File: config.mk
export PLATFORM = sky130hd
export DESIGN_NAME = mult_datapath
export DESIGN_NICKNAME = d
export VERILOG_FILES = /design/src/rtl/mult_pkg.sv /design/src/rtl/add_sub_nbit.sv /design/src/rtl/mult_datapath.sv
export SDC_FILE = /design/constraint.sdc
export NUM_CORES = 1
export LEC_CHECK = 0
export BUFFER_PORTS_ARGS = -buffer_cell sky130_fd_sc_hd__buf_2
export CAP_MARGIN = 0
export CORE_MARGIN = 1
export CORE_UTILIZATION = 39
export CTS_BUF_LIST = sky130_fd_sc_hd__clkbuf_8
export CTS_CLUSTER_SIZE = 20
export DETAILED_ROUTE_END_ITERATION = 8
export GPL_ROUTABILITY_DRIVEN = 0
export HOLD_SLACK_MARGIN = 0.06
export PLACE_DENSITY_LB_ADDON = 0.3
export SETUP_SLACK_MARGIN = 0.3
export SLEW_MARGIN = 20
export SYNTH_ARGS = -nofsm -noshare
export SYNTH_HDL_FRONTEND = slang
export SYNTH_SLANG_ARGS = --single-unit
File: constraint.sdc
create_clock -name Clk -period 4.05 [get_ports Clk]
set_clock_uncertainty 0.1 [all_clocks]
set_input_delay 0.6075 -clock Clk [delete_from_list [all_inputs] [get_ports Clk]]
set_output_delay 0.6075 -clock Clk [all_outputs]
set_load 0.02 [all_outputs]
File: src/rtl/mult_pkg.sv
// Shared definitions for the add-shift multiplier: default operand width and
// the priority-resolved datapath operation seen by the datapath and its controller.
package mult_pkg;

   localparam int DEFAULT_WIDTH = 8;

   typedef enum logic [2:0] {
      OP_HOLD,
      OP_CLRLD,
      OP_ADD,
      OP_SUB,
      OP_SHIFT
   } dp_op_e;

   // Clr_Ld beats Sub beats Add beats Shift when several strobes collide.
   function automatic dp_op_e decodeOp(input logic clrLd, input logic add,
                                       input logic sub, input logic shift);
      dp_op_e op;
      op = OP_HOLD;
      if (clrLd)      op = OP_CLRLD;
      else if (sub)   op = OP_SUB;
      else if (add)   op = OP_ADD;
      else if (shift) op = OP_SHIFT;
      return op;
   endfunction

endpackage

File: src/rtl/add_sub_nbit.sv
// N-bit ripple-carry adder/subtractor: sum = a + (b ^ {N{sub}}) + sub.
// The final carry-out is never formed because the caller discards it.
module add_sub_nbit #(
   parameter int N = 9
) (
   input  logic [N-1:0] a,
   input  logic [N-1:0] b,
   input  logic         sub,
   output logic [N-1:0] sum
);

   logic [N-1:0] w_bInv;
   logic [N-1:0] w_carry;

   assign w_bInv     = b ^ {N{sub}};
   assign w_carry[0] = sub;

   for (genvar i = 0; i < N; i++) begin : g_fa
      assign sum[i] = a[i] ^ w_bInv[i] ^ w_carry[i];
      if (i < N - 1) begin : g_carry
         assign w_carry[i+1] = (a[i] & w_bInv[i]) | (a[i] & w_carry[i]) |
                               (w_bInv[i] & w_carry[i]);
      end
   end

endmodule

File: src/rtl/mult_datapath.sv
// Register/arithmetic datapath of the signed add-shift multiplier: holds X, A, B
// and executes one controller command per clock.
module mult_datapath
   import mult_pkg::*;
#(
   parameter int WIDTH = DEFAULT_WIDTH
) (
   input  logic             Clk,
   input  logic             Reset,
   input  logic             Clr_Ld,
   input  logic             Add,
   input  logic             Sub,
   input  logic             Shift,
   input  logic [WIDTH-1:0] S,
   output logic [WIDTH-1:0] Aval,
   output logic [WIDTH-1:0] Bval,
   output logic             X,
   output logic             M
);

   logic [WIDTH-1:0] r_a;
   logic [WIDTH-1:0] r_b;
   logic             r_x;

   dp_op_e           w_op;
   logic [WIDTH:0]   w_sum;

   assign w_op = decodeOp(Clr_Ld, Add, Sub, Shift);

   // Both operands are sign-extended one bit, so the result cannot overflow.
   add_sub_nbit #(
      .N (WIDTH + 1)
   ) u_addSub (
      .a   ({r_a[WIDTH-1], r_a}),
      .b   ({S[WIDTH-1], S}),
      .sub (w_op == OP_SUB),
      .sum (w_sum)
   );

   always_ff @(posedge Clk) begin
      if (Reset) begin
         r_a <= '0;
         r_b <= '0;
         r_x <= 1'b0;
      end else begin
         unique case (w_op)
            OP_CLRLD: begin
               r_a <= '0;
               r_x <= 1'b0;
               r_b <= S;
            end
            OP_ADD, OP_SUB: begin
               r_a <= w_sum[WIDTH-1:0];
               r_x <= w_sum[WIDTH];
            end
            OP_SHIFT: begin
               r_a <= {r_x, r_a[WIDTH-1:1]};
               r_b <= {r_a[0], r_b[WIDTH-1:1]};
            end
            default: begin
               r_a <= r_a;
               r_b <= r_b;
               r_x <= r_x;
            end
         endcase
      end
   end

   assign Aval = r_a;
   assign Bval = r_b;
   assign X    = r_x;
   assign M    = r_b[0];

endmodule
After elaboration in Yosys (flattened, before gate mapping)
Index checks and enable logic that the tools add are counted.

word-level totals
  register bits after elaboration = 17
  input bits = 14
  output and inout bits = 18
  logic and storage cells = 77

cells by class
  equality and inequality tests = 4
  mux-type cells = 7
  bitwise operators = 59
  reductions and logical operators = 4

operators by type and width
  operator                                                               number
  1-bit bitwise AND                                                      24
  8-bit case mux with 3 select lines                                     1
  1-bit bitwise XOR                                                      18
  1-bit OR                                                               16
  8-bit case mux with 2 select lines                                     1
  3-bit two-way mux                                                      4
  9-bit bitwise XOR                                                      1
  3-bit by 2-bit equality test with 1-bit output, second input constant  2
  2-bit nonzero test                                                     2
  3-bit by 1-bit equality test with 1-bit output, second input constant  1
  3-bit equality test, second input constant                             1
  3-bit nonzero test                                                     1
  1-bit case mux with 2 select lines                                     1
  2-bit OR reduction                                                     1

Depth between registers and ports, before layout
  word-level depth = 32
  mapped depth = 16
  gate-level depth less buffers = 15

By module
From an unflattened synthesis, not the netlist that was laid out.

unflattened totals
  cells, all modules = 125
  area total of the unflattened synthesis = 1108.6 sq um

modules (own cells, without submodules)
  module         times used  cells an instance  area each (sq um)  sequential area each (sq um)
  mult_datapath  1           92                 793.3              340.3
  add_sub_nbit   1           33                 315.3              0.0

Worst setup path after synthesis
No wires, ideal clock.

  path type = input port to flip-flop
  from = input port Clr_Ld
  to = register r_a[7], in the netlist Aval[7]
  setup time = 0.103 ns
  data arrival time = 4.137 ns
  data required time = 3.847 ns
  slack = -0.290 ns
  stages = 15
  path buffers = 1
  cell sequence = buf_4 clkinv_1 nand2_2 xnor2_1 fa_1 fa_1 fa_1 inv_1 fa_1 inv_1 fa_1 fa_1 inv_1 fa_1 a2111oi_2

between the ends
  cells in the longest elaborated chain, start to end = 26
  elaborated cells on any way between the ends = 46
  classes of those cells = 4 x eq/ne; 2 x mux; 38 x bitwise; 2 x reduce/logical

RTL lines
  what                                            line                                      source
  start, declared                                 mult_datapath.sv:10                       input logic Clr_Ld,
  3-bit two-way mux (*)                           mult_pkg.sv:20                            if (clrLd) op = OP_CLRLD;
  3-bit by 2-bit equality test with 1-bit output  mult_datapath.sv:36, mult_datapath.sv:46
  9-bit bitwise XOR                               add_sub_nbit.sv:15                        assign w_bInv = b ^ {N{sub}};
  1-bit bitwise AND                               add_sub_nbit.sv:21                        assign w_carry[i+1] = (a[i] & w_bInv[i]) | (a[i] & w_carry[i]) |
  1-bit OR (2 in a row)                           add_sub_nbit.sv:21
  1-bit bitwise AND                               add_sub_nbit.sv:21
  1-bit OR (2 in a row)                           add_sub_nbit.sv:21
  1-bit bitwise AND                               add_sub_nbit.sv:21
  [5 not listed]                                  --
  1-bit bitwise AND                               add_sub_nbit.sv:21
  1-bit OR (2 in a row)                           add_sub_nbit.sv:21
  1-bit bitwise AND                               add_sub_nbit.sv:21
  1-bit OR (2 in a row)                           add_sub_nbit.sv:21
  1-bit bitwise AND                               add_sub_nbit.sv:21
  1-bit OR (2 in a row)                           add_sub_nbit.sv:21
  1-bit bitwise XOR                               add_sub_nbit.sv:19                        assign sum[i] = a[i] ^ w_bInv[i] ^ w_carry[i];
  8-bit case mux with 3 select lines              mult_datapath.sv:46                       unique case (w_op)
  end signal, assigned                            mult_datapath.sv:53                       r_a <= w_sum[WIDTH-1:0];
  end signal, assigned                            mult_datapath.sv:57                       r_a <= {r_x, r_a[WIDTH-1:1]};
  end signal, assigned                            mult_datapath.sv:61                       r_a <= r_a;
  end, declared                                   mult_datapath.sv:21                       logic [WIDTH-1:0] r_a;

Mark *: on every way between the ends. The rest lies on a longest branch, timed or not.
A chain may end at the register's enable or synchronous reset.

Final worst setup path
Same ends and word-level chain as after synthesis.

==> impl_results.md <==
- GR Util All Layers: 19.8%
- Design Power: 0.000449 W
- Synth Register Bits: 17
- Top cells by area, synth: dfxtp_1 33%, fa_1 14%, a22oi_1 5.8%
- Mapped Area: 0.00103 sq mm
- P_leak: 0.552 nW
- Flop pwr share: 42.9%
- Most frequent cells in the layout: 30 x buf_2, 17 x dfxtp_1, 14 x nor2_1, 9 x a21oi_1
- Initial Util: 41.6%
- TNS Setup: 0 ns
- Clock buffer depth: 2
- FMAX: 0.265 GHz
- Pint: 0.000303 W
- Drt via density: 5.39
- Crit path arrival time: 3.83 ns
- Htree depth: 1
- Via count: 927
- Crit start category: input port
- Psw: 0.000146 W
- Crit share post-route: 93.2%
- Die Span Y: 53.4 um
- Simple-gate share of the synthesized area: 24.8%
- Fraction of the mapped netlist area in adder cells: 13.6%
- FF-to-FF setup slack: 0.45 ns
- Min-Delay Endpoint: X$_SDFFE_PP0P_
- Post-synthesis mux area share: 0%
- Placed Cells: 168
- Drt total wl: 2370 um
- Number of global-route vias before repair: 870
- Congestion Overflow GR: 0
- Share of cells above drive strength 1: 35.9%
- Maximum VDD drop: 246 uV
- Max cap viols: 0
- Post-synthesis net count: 132
- Synth Area in Compound Gates: 15.9%
- Clock-pin slew on the worst setup and hold paths: 0.07 ns
- Synth unique cells: 26
- DRT antenna net count: 0
- Total power divided by cell area: 343 mW/mm^2
- Pins Over Slew Limit: 0
- Drt wl/cell: 13.8 um
- Status: complete, no violations
- Tmin final: 3.77 ns
- Req. time, crit path: 4.11 ns
- FP Rows: 18
- Worst hold path depth: 2
- Comb power frac: 28.5%
- Post-DP Area: 0.00125 sq mm
- R2R Path End: Aval[7]$_SDFFE_PP0P_
- Hold_ws: 0.374 ns
- Final instance area: 0.00131 sq mm
- Kind of critical path: in2reg
- Most common cell after layout, fill and taps aside: buf_2
- Clock Latency Late Sink: 0.25 ns
- Layout Area Growth over Synthesis: 27.1%
- Ant diodes: 0
- Slew @ Worst Pin: 0.648 ns
- Worst slew margin: 56.6%
- Worst reg2reg path depth: 13
- Post-synthesis xor/xnor area fraction: 5.95%
- Largest net degree at the start of global routing: 13
- Antenna violations before repair: 0
- Die area: 0.00285 sq mm
- Die Width: 53.4 um
- Area leader, netlist: dfxtp_1
- Synth Area per Inst: 9.28 sq um
- Filler Cell Count: 234
- Worst-path fanout max: 3
- DP HPWL: 1810 um
- Core area: 0.00248 sq mm
- Port bufs: 31
- Post-synth top area share: 33.0%
- Switching Share: 32.5%
- DRC viols: 0
- Yosys Warn Count: 0
- Hold Crit Start: X$_SDFFE_PP0P_
- Fin nets: 164
- Post-Synthesis Cells: 111
- Ports: 32
- Clk pwr share: 28.5%
- Layout Cells excl Fill: 172
- Worst hold path class: reg2reg
- Starting DRC count in detailed routing: 11
- First-pass GRT wire length: 4000 um
- CTS root buffer: clkbuf_8
- CTS sink count: 17
- Register area share after synthesis: 33.0%
- CTS buffer count: 3
- Hold Fails Final Rpt: 0
- Post-CTS Hold Fix Bufs: 0
- TritonCTS clock tree: built
- RSZ-0062 raised after global routing: true
- Largest family of logic cells by synthesized area: simple AND/OR/NAND/NOR gates
- Final setup fails: 0
- Element type at the critical path end: register
- Reg2reg start: Aval[0]$_SDFFE_PP0P_
- Post-CTS Setup Bufs: 0
- Drt first pass iters: 4
## per-layer routing
metal / GRT usage (%) / wire length [um] / up-vias
li1: - / - / 453
met1: 24.7 / 1050 / 446
met2: 33.8 / 1200 / 24
met3: 3.45 / 103 / 4
met4: 6.58 / 20 / 0
met5: 0 / 0 / -
## synth_stat cells
library cell / count
a2111oi_2: 3
a21oi_1: 9
a22oi_1: 8
and3_2: 1
buf_2: 3
buf_4: 3
clkbuf_1: 1
clkbuf_2: 1
clkinv_1: 1
dfxtp_1: 17
fa_1: 7
inv_1: 5
nand2_1: 3
nand2_2: 1
nand3_1: 8
nor2_1: 14
nor3b_1: 7
nor4_1: 5
nor4b_4: 1
o21ai_0: 1
o21ai_2: 1
or2_1: 2
or4_1: 1
or4b_1: 1
xnor2_1: 6
xor2_1: 1
## per-stage QoR
| step | worst slack (ns) | utilization, % |
|---|---|---|
| 6_report | 0.276 | 52.8 |
| 2_1_floorplan | 0.0799 | - |
| 5_1_grt | 0.152 | 52.8 |
| 3_5_place_dp | -0.0642 | 50.4 |
| 4_1_cts | 0.237 | 52.3 |
| 3_3_place_gp | 0.0318 | 50.4 |
## repair_timing
action                                  in CTS  in global routing
endpoints found under the setup margin       1                  1
endpoints found under the hold margin        0                  0
pin swaps                                    0                  1
resized for setup                            1                  1
## flip-flops by register name, summed over array words and instances (netlist names)
| signal | count |
|---|---|
| Bval | 8 |
| Aval | 8 |
| X | 1 |
## cell type report
class,count,area [sq um],area share (%)
sequential,17,340,26.0
clock buffer,3,41.3,3.15
multi-input combinational,80,662,50.6
clock inverter,1,5.00,0.382
timing repair buffer,35,188,14.3
tap,30,37.5,2.87
inverter,6,35.0,2.68
## logic make-up after synthesis
family / after synthesis
AOI/OAI and AO/OA: 22
and+or+nand+nor: 44
DFF: 17
buffers and inverters: 14
adders and majority gates: 7
xor gates and xnor gates: 7
## worst max-delay path by stage
stage / depth (start not counted) / from / slack, ns / to
after floorplan: 15 / Clr_Ld / 0.08 / Aval[7]$_SDFFE_PP0P_
after global placement: 15 / Clr_Ld / 0.03 / Aval[7]$_SDFFE_PP0P_
after detailed placement: 15 / Clr_Ld / -0.06 / Aval[7]$_SDFFE_PP0P_
after CTS: 15 / Clr_Ld / 0.24 / Aval[7]$_SDFFE_PP0P_
after global routing: 15 / Clr_Ld / 0.15 / Aval[7]$_SDFFE_PP0P_
final: 15 / Clr_Ld / 0.28 / Aval[7]$_SDFFE_PP0P_
## power groups by stage
stage / registers (W) / logic (W) / clock network, W
4_1_cts: 0.000193 / 0.000127 / 0.000133
2_1_floorplan: 0.000211 / 0.0000736 / 0
3_3_place_gp: 0.000196 / 0.000123 / 0
5_1_grt: 0.000195 / 0.000143 / 0.000140
3_5_place_dp: 0.000197 / 0.000125 / 0
6_report: 0.000193 / 0.000128 / 0.000128
## worst max-delay path: stages
cell	delay (ns)
buf_4	0.14
clkinv_8	0.05
nand2_8	0.05
xnor2_2	0.13
fa_2	0.35
fa_2	0.37
fa_1	0.36
inv_1	0.07
fa_1	0.15
inv_1	0.05
fa_2	0.33
fa_1	0.36
inv_1	0.07
fa_1	0.44
a2111oi_4	0.29
Power figures use the tool's default switching activity.
